## config.mk

```make
export PLATFORM = sky130hd
export DESIGN_NAME = pipe_ctrl
export DESIGN_NICKNAME = d
export VERILOG_FILES = /design/src/rtl/pipe_ctrl_pkg.sv /design/src/rtl/pipe_ctrl_mc_timer.sv /design/src/rtl/pipe_ctrl.sv
export SDC_FILE = /design/constraint.sdc
export NUM_CORES = 1
export LEC_CHECK = 0
export CAP_MARGIN = 20
export CORE_MARGIN = 2
export CORE_UTILIZATION = 36
export DETAILED_ROUTE_END_ITERATION = 6
export PLACE_DENSITY = 0.72
export SLEW_MARGIN = 20
export SYNTH_ARGS = -nofsm -noshare
export SYNTH_HDL_FRONTEND = slang
export SYNTH_HIERARCHICAL = 1
export SYNTH_SLANG_ARGS = --single-unit
```

## constraint.sdc

```tcl
create_clock -name clk -period 1.8 [get_ports clk]
set_clock_uncertainty 0.15 [all_clocks]
set_input_delay 0.27 -clock clk [delete_from_list [all_inputs] [get_ports clk]]
set_output_delay 0.27 -clock clk [all_outputs]
set_load 0.02 [all_outputs]
```

## src/rtl/pipe_ctrl_pkg.sv

```systemverilog
`default_nettype none
// +----------------------------------------------------------------------+
// | pipe_ctrl_pkg : shared stall encodings, states and defaults          |
// | Rev 1.0                                                              |
// +----------------------------------------------------------------------+
package pipe_ctrl_pkg;

  localparam int c_ADDR_W_DEFAULT = 32;
  localparam int c_STALL_W        = 6;

  localparam int c_STALL_PC     = 0;
  localparam int c_STALL_IF_ID  = 1;
  localparam int c_STALL_ID_EX  = 2;
  localparam int c_STALL_EX_MEM = 3;
  localparam int c_STALL_MEM_WB = 4;
  localparam int c_STALL_RSVD   = 5;

  localparam logic [c_STALL_W-1:0] c_STALL_NONE = 6'b000000;
  localparam logic [c_STALL_W-1:0] c_STALL_ID   = c_STALL_W'(1 << c_STALL_PC)
                                                | c_STALL_W'(1 << c_STALL_IF_ID)
                                                | c_STALL_W'(1 << c_STALL_ID_EX);
  localparam logic [c_STALL_W-1:0] c_STALL_EX   = c_STALL_ID
                                                | c_STALL_W'(1 << c_STALL_EX_MEM);

  typedef enum logic [1:0] {
    S_IDLE    = 2'd0,
    S_MC_BUSY = 2'd1,
    S_FLUSH   = 2'd2
  } state_t;

endpackage
`default_nettype wire

```

## src/rtl/pipe_ctrl_mc_timer.sv

```systemverilog
`default_nettype none
// +----------------------------------------------------------------------+
// | mc_timer : multi-cycle op down-counter with load/decrement/cancel    |
// | Rev 1.0                                                              |
// +----------------------------------------------------------------------+
module mc_timer #(
  parameter int CNT_W = 6
) (
  input  logic             clk,
  input  logic             rst,
  input  logic             i_load,
  input  logic [CNT_W-1:0] i_load_val,
  input  logic             i_dec,
  input  logic             i_cancel,
  output logic             o_last
);

  logic [CNT_W-1:0] r_count;
  logic [CNT_W-1:0] w_load_val;

  // A zero-length op still occupies one cycle.
  assign w_load_val = (i_load_val == '0) ? CNT_W'(1) : i_load_val;

  always_ff @(posedge clk) begin
    if (rst || i_cancel) begin
      r_count <= '0;
    end else if (i_load) begin
      r_count <= w_load_val;
    end else if (i_dec && (r_count != '0)) begin
      r_count <= r_count - CNT_W'(1);
    end
  end

  assign o_last = (r_count == CNT_W'(1));

endmodule
`default_nettype wire

```

## src/rtl/pipe_ctrl.sv

```systemverilog
`default_nettype none
// +----------------------------------------------------------------------+
// | pipe_ctrl : pipeline stall/flush controller with multi-cycle EX ops  |
// | Rev 1.0                                                              |
// +----------------------------------------------------------------------+
module pipe_ctrl
  import pipe_ctrl_pkg::*;
#(
  parameter int CNT_W  = 6,
  parameter int ADDR_W = c_ADDR_W_DEFAULT
) (
  input  logic                 clk,
  input  logic                 rst,
  input  logic                 stallreq_id,
  input  logic                 ex_mc_start,
  input  logic [CNT_W-1:0]     ex_mc_cycles,
  input  logic                 ex_mc_cancel,
  input  logic                 flush_req,
  input  logic [ADDR_W-1:0]    flush_pc,
  output logic [c_STALL_W-1:0] stall,
  output logic                 flush,
  output logic [ADDR_W-1:0]    new_pc,
  output logic                 ex_mc_busy,
  output logic                 ex_mc_done
);

  state_t                r_state;
  state_t                w_next_state;
  logic [ADDR_W-1:0]     r_new_pc;
  logic [c_STALL_W-1:0]  w_stall;
  logic                  w_tmr_load;
  logic                  w_tmr_dec;
  logic                  w_tmr_cancel;
  logic                  w_tmr_last;

  mc_timer #(
    .CNT_W (CNT_W)
  ) u_mc_timer (
    .clk        (clk),
    .rst        (rst),
    .i_load     (w_tmr_load),
    .i_load_val (ex_mc_cycles),
    .i_dec      (w_tmr_dec),
    .i_cancel   (w_tmr_cancel),
    .o_last     (w_tmr_last)
  );

  always_ff @(posedge clk) begin
    if (rst) begin
      r_state  <= S_IDLE;
      r_new_pc <= '0;
    end else begin
      r_state <= w_next_state;
      if (flush_req) begin
        r_new_pc <= flush_pc;
      end
    end
  end

  always_comb begin
    w_next_state = r_state;
    w_stall      = c_STALL_NONE;
    w_tmr_load   = 1'b0;
    w_tmr_dec    = 1'b0;
    w_tmr_cancel = 1'b0;

    // A redirect outranks everything, including a restart while already flushing.
    if (flush_req) begin
      w_next_state = S_FLUSH;
      w_tmr_cancel = 1'b1;
    end else begin
      case (r_state)
        S_IDLE: begin
          if (ex_mc_start) begin
            w_stall      = c_STALL_EX;
            w_tmr_load   = 1'b1;
            w_next_state = S_MC_BUSY;
          end else if (stallreq_id) begin
            w_stall = c_STALL_ID;
          end
        end
        S_MC_BUSY: begin
          if (ex_mc_cancel) begin
            w_tmr_cancel = 1'b1;
            w_next_state = S_IDLE;
          end else if (w_tmr_last) begin
            w_tmr_dec    = 1'b1;
            w_next_state = S_IDLE;
            if (stallreq_id) begin
              w_stall = c_STALL_ID;
            end
          end else begin
            w_tmr_dec = 1'b1;
            w_stall   = c_STALL_EX;
          end
        end
        S_FLUSH: begin
          w_next_state = S_IDLE;
        end
        default: begin
          w_next_state = S_IDLE;
        end
      endcase
    end
  end

  always_comb begin
    stall               = rst ? c_STALL_NONE : w_stall;
    stall[c_STALL_RSVD] = 1'b0;
  end

  assign flush      = (r_state == S_FLUSH);
  assign new_pc     = r_new_pc;
  assign ex_mc_busy = (r_state == S_MC_BUSY) && !w_tmr_last;
  assign ex_mc_done = (r_state == S_MC_BUSY) && w_tmr_last;

endmodule
`default_nettype wire

```

# ---- After elaboration in Yosys (flattened, before gate mapping)
# Index checks and enable logic that the tools add are counted.
dict set report totals {
  output_inout_bits 41
  in_bits 44
  elab_cells 48
  reg_bits 40
}
dict set report op_classes {
  n_eq_ne 7
  mux 24
  n_reduce_logical 12
  addsub 1
}
# cell n
set ops {}
lappend ops {{2-to-1 mux 6 bit} 3}
lappend ops {{2-to-1 mux 5 bit} 3}
lappend ops {{case mux 5 bit (2 select lines)} 1}
lappend ops {{2-to-1 mux 1 bit} 9}
lappend ops {{2-to-1 mux 2 bit} 4}
lappend ops {{2-to-1 mux 4 bit} 2}
lappend ops {{equality test 6 x 1 -> 1 bit, second input constant} 1}
lappend ops {{logical NOT 6 bit} 1}
lappend ops {{inequality test 3 bit, second input constant} 2}
lappend ops {{nonzero test 6 bit} 1}
lappend ops {{subtractor 6 x 1 -> 6 bit, second input constant} 1}
lappend ops {{inequality test 4 bit, second input constant} 1}
lappend ops {{case mux 2 bit (2 select lines)} 1}
lappend ops {{AND reduction 2 bit} 2}
lappend ops {{logical AND 1 bit} 3}
lappend ops {{2-to-1 mux 3 bit} 1}
lappend ops {{equality test 2 x 1 -> 1 bit, second input constant} 1}
lappend ops {{equality test 2 bit, second input constant} 1}
lappend ops {{logical NOT 2 bit} 1}
lappend ops {{inequality test 2 bit, second input constant} 1}
lappend ops {{nonzero test 2 bit} 1}
lappend ops {{OR reduction 2 bit} 1}
lappend ops {{logical NOT 1 bit} 1}
lappend ops {{logical OR 1 bit} 1}

# ---- Depth between registers and ports, before layout
# Gate-level depths: netlist (run 1).
dict set report depth {
  ltp_word 6
  ltp_mapped 7
}

# ---- By module
# The synthesis (run 1) kept the hierarchy.
# module seq_area_each_um2 cells_each area_per_inst_um2 instances
set by_module_without_submodules {}
lappend by_module_without_submodules {pipe_ctrl 680.7 131 1318.8 1}
lappend by_module_without_submodules {mc_timer 120.1 50 420.4 1}

# ---- Worst setup path after synthesis (run 1)
# OpenSTA, ideal clock, no wires.
dict set report synth_timing {
  path_kind {input-to-reg}
  startpoint {input flush_req}
  endpoint {register u_mc_timer.r_count[1]}
  arrival_time_ns 1.647
  setup_time_ns 0.122
  slack_ns -0.119
  n_path_buf 2
  required_ns 1.528
  stages 7
  cell_sequence {buf_6 buf_2 nor3_1 inv_1 a31oi_4 nor4_1 a311o_1}
}
dict set report synth_between {
  elab_chain_len 3
  word_cells_on_any_way 7
}
# item line
set synth_rtl {}
lappend synth_rtl {{from (decl)} pipe_ctrl.sv:18} ;# input logic flush_req,
lappend synth_rtl {{2-to-1 mux 1 bit} pipe_ctrl.sv:68} ;# if (flush_req) begin
lappend synth_rtl {{named net w_tmr_dec} pipe_ctrl.sv:32} ;# logic w_tmr_dec;
lappend synth_rtl {{logical AND 1 bit} pipe_ctrl_mc_timer.sv:29} ;# end else if (i_dec && (r_count != '0)) begin
lappend synth_rtl {{nonzero test 2 bit (no line)} --}
lappend synth_rtl {{to (signal assigned)} pipe_ctrl_mc_timer.sv:28} ;# r_count <= w_load_val;
lappend synth_rtl {{to (signal assigned)} pipe_ctrl_mc_timer.sv:30} ;# r_count <= r_count - CNT_W'(1);
lappend synth_rtl {{to (decl)} pipe_ctrl_mc_timer.sv:18} ;# logic [CNT_W-1:0] r_count;
# The timed path passes the listed nets, and every way through them passes these cells.
# A chain may end at the register's enable or synchronous reset.

# ---- Final worst setup path (run 1)
dict set report layout_timing {
  startpoint {register u_mc_timer.r_count[1]}
  endpoint {output stall[1]}
}
dict set report layout_between {
  elab_chain_len 6
}
# item line
set layout_rtl {}
lappend layout_rtl {{equality test 6 x 1 -> 1 bit} pipe_ctrl_mc_timer.sv:34} ;# assign o_last = (r_count == CNT_W'(1));
lappend layout_rtl {{named net w_tmr_last} pipe_ctrl.sv:34} ;# logic w_tmr_last;
lappend layout_rtl {{2-to-1 mux 4 bit} pipe_ctrl.sv:86} ;# end else if (w_tmr_last) begin
lappend layout_rtl {{2-to-1 mux 5 bit} pipe_ctrl.sv:83} ;# if (ex_mc_cancel) begin
lappend layout_rtl {{case mux 5 bit (2 select lines)} pipe_ctrl.sv:72} ;# case (r_state)
lappend layout_rtl {{2-to-1 mux 5 bit} pipe_ctrl.sv:68}
lappend layout_rtl {{2-to-1 mux 5 bit} pipe_ctrl.sv:108} ;# stall = rst ? c_STALL_NONE : w_stall;
lappend layout_rtl {{to (decl)} pipe_ctrl.sv:20} ;# output logic [c_STALL_W-1:0] stall,
# The timed path passes the listed nets, and every way through them passes these cells.

==> results of run 1 <==
-- per-stage QoR --
step / hold slack [ns] / TNS (ns)
2_1_floorplan: 0.267 / -0.000576
3_3_place_gp: 0.323 / -3.46
3_5_place_dp: 0.332 / -3.52
4_1_cts: 0.160 / -0.448
5_1_grt: 0.155 / -0.912
6_report: 0.169 / -0.508
-- critical path, cell delays in order (launching register included) --
cell and delay (ns):
dfxtp_2 0.34, inv_2 0.05, ha_4 0.14, and3_4 0.15
nand2_4 0.07, a21oi_4 0.06, a211oi_4 0.21, buf_4 0.19
-- logic make-up after synthesis --
family	share of synthesized area [%]
xor gates and xnor gates	0.504
and+or+nand+nor	17.5
DFF	46.0
other	0.216
AOI/OAI and AO/OA	8.20
muxes	19.0
buffers and inverters	6.40
adders and majority gates	2.16
-- sequential cells by signal (all words and copies together), names as in the netlist --
name	count
new_pc	32
u_mc_timer/r_count	6
r_state	2
-- layer usage --
metal  vias up  part of all wire, %  track usage, %
met4         0                  2.2            8.89
li1        807                    -               -
met5         -                    0               0
met1       751                   42            18.6
met3        10                  6.6            6.45
met2        61                   49            27.1
-- worst max path at each step --
stage	to	cells after the start	from	slack [ns]
2_1_floorplan	u_mc_timer/r_count[1]$_SDFFE_PP0P_	7	flush_req	-0.0006
3_3_place_gp	stall[1]	4	rst	-0.54
3_5_place_dp	stall[1]	4	rst	-0.57
4_1_cts	stall[1]	7	u_mc_timer/r_count[1]$_SDFFE_PP0P_	-0.14
5_1_grt	stall[0]	7	u_mc_timer/r_count[1]$_SDFFE_PP0P_	-0.19
6_report	stall[1]	7	u_mc_timer/r_count[1]$_SDFFE_PP0P_	-0.13
-- Yosys cell counts, drive strengths merged --
| cell | n | area (um2) |
|---|---|---|
| xnor2 | 1 | 8.76 |
| and3 | 1 | 6.26 |
| clkbuf | 4 | 15.0 |
| nor4b | 1 | 15.0 |
| nand3 | 4 | 20.0 |
| nor2b | 3 | 18.8 |
| mux2i | 33 | 330 |
| o21ai | 2 | 10.0 |
| dfxtp | 40 | 801 |
| a211oi | 3 | 32.5 |
| ha | 3 | 37.5 |
| nor3 | 3 | 15.0 |
| a31oi | 2 | 27.5 |
| nand2b | 2 | 12.5 |
| nor2 | 38 | 145 |
| or3 | 1 | 11.3 |
| conb | 1 | 3.75 |
| nand2 | 4 | 15.0 |
| o21bai | 1 | 7.51 |
| nor4 | 2 | 12.5 |
| inv | 8 | 30.0 |
| a311o | 1 | 10.0 |
| buf | 9 | 66.3 |
| or2 | 2 | 12.5 |
| a21oi | 8 | 40.0 |
| nand3b | 1 | 7.51 |
| a221oi | 1 | 15.0 |
| nand4 | 2 | 12.5 |
-- where the power goes --
part,switching (mW),internal [mW]
Clock,0.308,0.311
Combinational,0.206,0.252
Sequential,0.0254,0.933
Total,0.539,1.50
-- area by class of cell --
class,instances,area (um2)
tap,54,67.6
clock inverter,1,7.51
sequential,40,805
inverter,8,30.0
timing repair buffer,107,1000
clock buffer,7,86.3
fill,395,1750
multi-input combinational,121,945
-- repair_timing --
action | in CTS | in global routing
endpoints found under the hold margin | 0 | 0
gates resized for setup | 37 | 23
buffers inserted | 2 | 1
pin swaps | 3 | 8
endpoints found under the setup margin | 9 | 11
==> metrics.md, run 1 <==
| Metric | Value |
|---|---|
| Measured slew at the worst slew-check pin | `0.528 ns` |
| Detailed Route WL | `~4.4 mm` |
| Number of nets still failing antenna checks after routing | `0` |
| Placed cell count | `328` |
| Number of max-cap violations | `0` |
| DP Area | `approximately 2700 um2` |
| Worst path setup slack after routing | `-0.126 ns` |
| Sequential area share after synthesis | `between 40% and 50%` |
| Register-to-register setup slack | `approximately 0.030 ns` |
| Startpoint of the worst hold path | `flush_req` |
| Number of nets at the end of the flow | `330` |
| Synthesized instance count | `approximately 180` |
| Deepest level of the CTS H-tree | `2` |
| Number of top-level pins | `between 80 and 90` |
| Reg2reg start | `r_state[1]$_SDFFE_PP0P_` |
| Netlist cell types | `33` |
| Post-detailed-route via-to-cell ratio | `roughly 4.8` |
| Number of cell instances on the worst register-to-register path | `7` |
| Maximum fanout encountered on the critical timing path | `3` |
| # rows | `25` |
| Routed wire per std cell | `around 13 um` |
| Type of the setup path with the least slack | `flip-flop to output port` |
| Slew Limit Headroom | `64.8%` |
| Number of CTS-inserted buffers | `5` |
| Flops & latches, synth | `40` |
| Number of clock sinks | `40` |
| Worst skew pair latency | `0.29 ns` |
| Final instance area | `between 2000 and 3000 um2` |
| Maximum vdd drop | `~0.44 mV` |
| Most frequent cells in the layout | `clkdlybuf4s50_1 (72), dfxtp_1 (37), nor2_1 (35)` |
| Detailed Place HPWL | `roughly 3 mm` |
| Required time of the worst setup path | `1.38 ns` |
| Standard cell core area | `roughly 4700 um2` |
| GRT Util Overall | `roughly 17%` |
| Count of final hold-check violations | `0` |
| Power Density | `around 690 nW/um2` |
| 1st-iter DRT viols | `between 60 and 70` |
| Mean Syn Cell Area | `approximately 9.6 um2` |
| Hold Path Depth | `3` |
| Number of global-route vias before repair | `around 1,600` |
| Post-route clock period utilization | `107%` |
| Max Fclk | `~520 MHz` |
| Wire length of the first global-routing pass | `between 6 and 7 mm` |
| Hold-fix buffer count after cts | `0` |
| Area growth syn-to-layout | `69.1%` |
| Capturing element type of the critical path | `output port` |
| Residual overflow from global routing | `0` |
| Total via count in the routed design | `1,629` |
| Setup repair after global routing missed its margin | `yes` |
| IO Port Bufs | `82` |
| LEAKAGE | `~1.2 nW` |
| Gp weighted congestion | `about 0.81` |
| Final cell count without fillers | `338` |
| Final setup violation count | `5` |
| Starting utilization of the core area | `between 30% and 40%` |
| Time the final worst path needs with I/O delays and setup | `1.93 ns` |
| Total iterations of the first detailed-routing run | `4` |
| Share of layout cells above drive strength 1 | `23.2%` |
| Post-synthesis instance area | `around 1700 um2` |
| Worst Path Arrival | `1.51 ns` |
| Yosys warning count | `6` |
| # DRC | `0` |
| Worst setup timing slack at the placement stage | `-0.569 ns` |
| Clock tree from TritonCTS | `done` |
| Number of max-slew violations in the final report | `0` |
| Final core occ | `around 63%` |
| Total power | `approximately 2 mW` |
| Die Footprint | `~5400 um2` |
| WHS Endpoint | `r_state[0]$_SDFFE_PP0P_` |
| CTS root buf | `clkbuf_8` |
| Clock slew at reported path FFs | `0.08 ns` |
| Endpoint of the worst-slack reg-to-reg timing path | `u_mc_timer/r_count[4]$_SDFFE_PP0P_` |
| Antenna violations before repair | `0` |
| Largest net degree at the start of global routing | `36` |
| Violations in the final reports | `setup timing` |
| Most common library cell in the layout ignoring fill and taps | `clkdlybuf4s50_1` |
| X dimension of the die | `roughly 74 um` |
| Startpoint class of the critical path | `flip-flop` |
| Buffers from clock root to sink, at most | `2` |
| Class of the most critical hold timing path | `input port to flip-flop` |
| Status | `finished, violations left` |
| Die Ht | `around 74 um` |
| Inserted Diodes | `0` |
No activity file was read; power rests on OpenSTA's default activity.
==> inputs of run 2 (changes only) <==
- PLACE_DENSITY: 0.72 -> unset
- PLACE_DENSITY_LB_ADDON: unset -> 0.1
==> run 2 against run 1 <==
The run still ends with setup timing left. Via count fell by 3.9%. Register-to-register slack improved by 0.04 ns. Core utilization fell by 1.1 points. Sequential power barely moved. Hold slack got worse by 0.0090 ns. First-iteration DRC count fell by 18%. Non-clock buffer count did not move. Sequential share of layout area rose by 0.49 points. Combinational power barely moved. Count of clock-buffer cells in the layout fell by 2. Flip-flop and latch count did not move.
==> metrics.md, run 2 (synthesis gave the netlist of run 1 again) <==
| Metric | Value |
|---|---|
| X dimension of the die | `around 74 um` |
| # DRC | `0` |
| Number of top-level pins | `between 80 and 90` |
| Logic gate share of total power | `23.6%` |
| Antenna violations before repair | `0` |
| Internal Pwr Total | `about 1.4 mW` |
| Slew Limit Headroom | `roughly 64%` |
| Worst hold margin | `0.160 ns` |
| Status | `finished, violations left` |
| Clock slew at reported path FFs | `about 0.070 ns` |
| 1st-iter DRT viols | `between 50 and 60` |
| Fraction of power consumed by sequential logic | `49.7%` |
| Worst skew pair latency | `between 0.2 and 0.3 ns` |
| Area of the multi-input gates | `about 900 um2` |
| Total iterations of the first detailed-routing run | `4` |
| Number of nets still failing antenna checks after routing | `0` |
| Die Ht | `roughly 74 um` |
| Inserted Diodes | `0` |
| Standard cell core area | `roughly 4700 um2` |
| Startpoint class of the critical path | `flip-flop` |
| Total via count in the routed design | `roughly 1,600` |
| Buffers from clock root to sink, at most | `2` |
| Count of final hold-check violations | `0` |
| Area growth syn-to-layout | `66.2%` |
| Routed wire per std cell | `~13 um` |
| Filler Cells Inserted | `~430` |
| Residual overflow from global routing | `0` |
| Net switching component of the power | `a little under 0.5 mW` |
| Gp weighted congestion | `a little under 0.9` |
| Number of nets at the end of the flow | `330` |
| Number of global-route vias before repair | `1,590` |
| Post-route clock period utilization | `106%` |
| Share of layout cells above drive strength 1 | `21.7%` |
| Sequential standard cell area | `805 um2` |
| Switching power share of the total | `25.7%` |
| Post-CTS setup repair buffer count | `0` |
| Final setup violation count | `5` |
| Power Density | `668 nW/um2` |
| Max Fclk | `roughly 520 MHz` |
| Worst path setup slack after routing | `-0.113 ns` |
| Most frequent cells in the layout | `clkdlybuf4s50_1 (72), dfxtp_1 (37), nor2_1 (36)` |
| Deepest level of the CTS H-tree | `2` |
| IO Port Bufs | `82` |
| Detailed Route WL | `around 4.3 mm` |
| GRT Util Overall | `roughly 16%` |
| # rows | `25` |
| Max FFs per register | `32` |
| CTS root buf | `clkbuf_8` |
| Post-detailed-route via-to-cell ratio | `~4.7` |
| Required time of the worst setup path | `around 1.4 ns` |
| Share of power burned in the clock network | `roughly a quarter` |
| Clock tree from TritonCTS | `done` |
| Placed cell count | `330` |
| Worst Path Arrival | `1.49 ns` |
| Most common library cell in the layout ignoring fill and taps | `clkdlybuf4s50_1` |
| Type of the setup path with the least slack | `flip-flop to output port` |
| Time the final worst path needs with I/O delays and setup | `approximately 1.9 ns` |
| Number of max-slew violations in the final report | `0` |
| Class of the most critical hold timing path | `input port to flip-flop` |
| Capturing element type of the critical path | `output port` |
| Largest net degree at the start of global routing | `36` |
| Maximum fanout encountered on the critical timing path | `3` |
| Detailed Place HPWL | `3.16 mm` |
| Wire length of the first global-routing pass | `roughly 7 mm` |
| Final cell count without fillers | `around 340` |
| Maximum vdd drop | `about 0.4 mV` |
| Measured slew at the worst slew-check pin | `~0.54 ns` |
| Number of max-cap violations | `0` |
| Die Footprint | `5400 um2` |
| Starting utilization of the core area | `a little under two fifths` |
| Number of CTS-inserted buffers | `5` |
| Violations in the final reports | `setup timing` |
| Setup repair after global routing missed its margin | `yes` |
| LEAKAGE | `about 1.2 nW` |
| Number of clock sinks | `40` |
run 2: power groups by stage:
stage                     Combinational, mW  Clock [mW]  Sequential (mW)
after floorplan                       0.157           0             1.03
after global routing                  0.488       0.570            0.964
after detailed placement              0.447           0            0.977
after global placement                0.445           0            0.976
final                                 0.455       0.516            0.959
after CTS                             0.453       0.546            0.959
run 2: final timing paths:
path / cells past startpoint / slack, ns / startpoint / to
min: 3 / 0.16 / flush_req / r_state[0]$_SDFFE_PP0P_
max reg2reg: 7 / 0.07 / r_state[0]$_SDFFE_PP0P_ / u_mc_timer/r_count[1]$_SDFFE_PP0P_
min reg2reg: 2 / 0.34 / new_pc[28]$_SDFFE_PP0P_ / new_pc[28]$_SDFFE_PP0P_
max: 7 / -0.11 / u_mc_timer/r_count[1]$_SDFFE_PP0P_ / stall[1]
run 2: area by class of cell:
cell class	count	share of cell area, %
Timing Repair Buffer	107	34.8
Multi-Input combinational cell	121	31.6
Sequential cell	40	27.8
Clock buffer	5	2.38
Tap cell	54	2.34
Inverter	8	1.04
run 2: what timing repair did:
| item | in CTS | in global routing |
|---|---|---|
| gates resized for setup | 42 | 10 |
| pin swaps | 4 | 5 |
| cloned | 0 | 0 |
| hold buffers | 0 | 0 |
| setup endpoints to repair | 7 | 11 |
run 2: metal layers:
metal / GRT usage, % / part of all wire, % / vias to the layer above
li1: - / - / 803
met1: 18.2 / 43 / 721
met2: 29.3 / 51 / 36
met3: 3.84 / 4.5 / 6
met4: 7.27 / 1.4 / 0
met5: 0 / 0 / -
run 2: worst max-delay path: stages (launching register included):
cell,delay (ns)
dfxtp_2,0.34
inv_2,0.05
ha_4,0.15
and3_4,0.16
nand2_4,0.06
a21oi_4,0.06
a211oi_4,0.24
buf_6,0.16
run 2: per-stage QoR:
step                  TNS, ns  cell area (um2)  total power, mW  worst slack (ns)  util [%]
finish                 -0.454             2890             1.93            -0.113      61.6
global route           -0.867             2890             2.02            -0.162      61.6
CTS                    -0.666             2860             1.96            -0.174      60.9
detailed placement      -3.49             2750             1.42            -0.566      58.5
global placement        -3.54             2750             1.42            -0.560      58.5
floorplan           -0.000576             1760             1.19         -0.000576         -
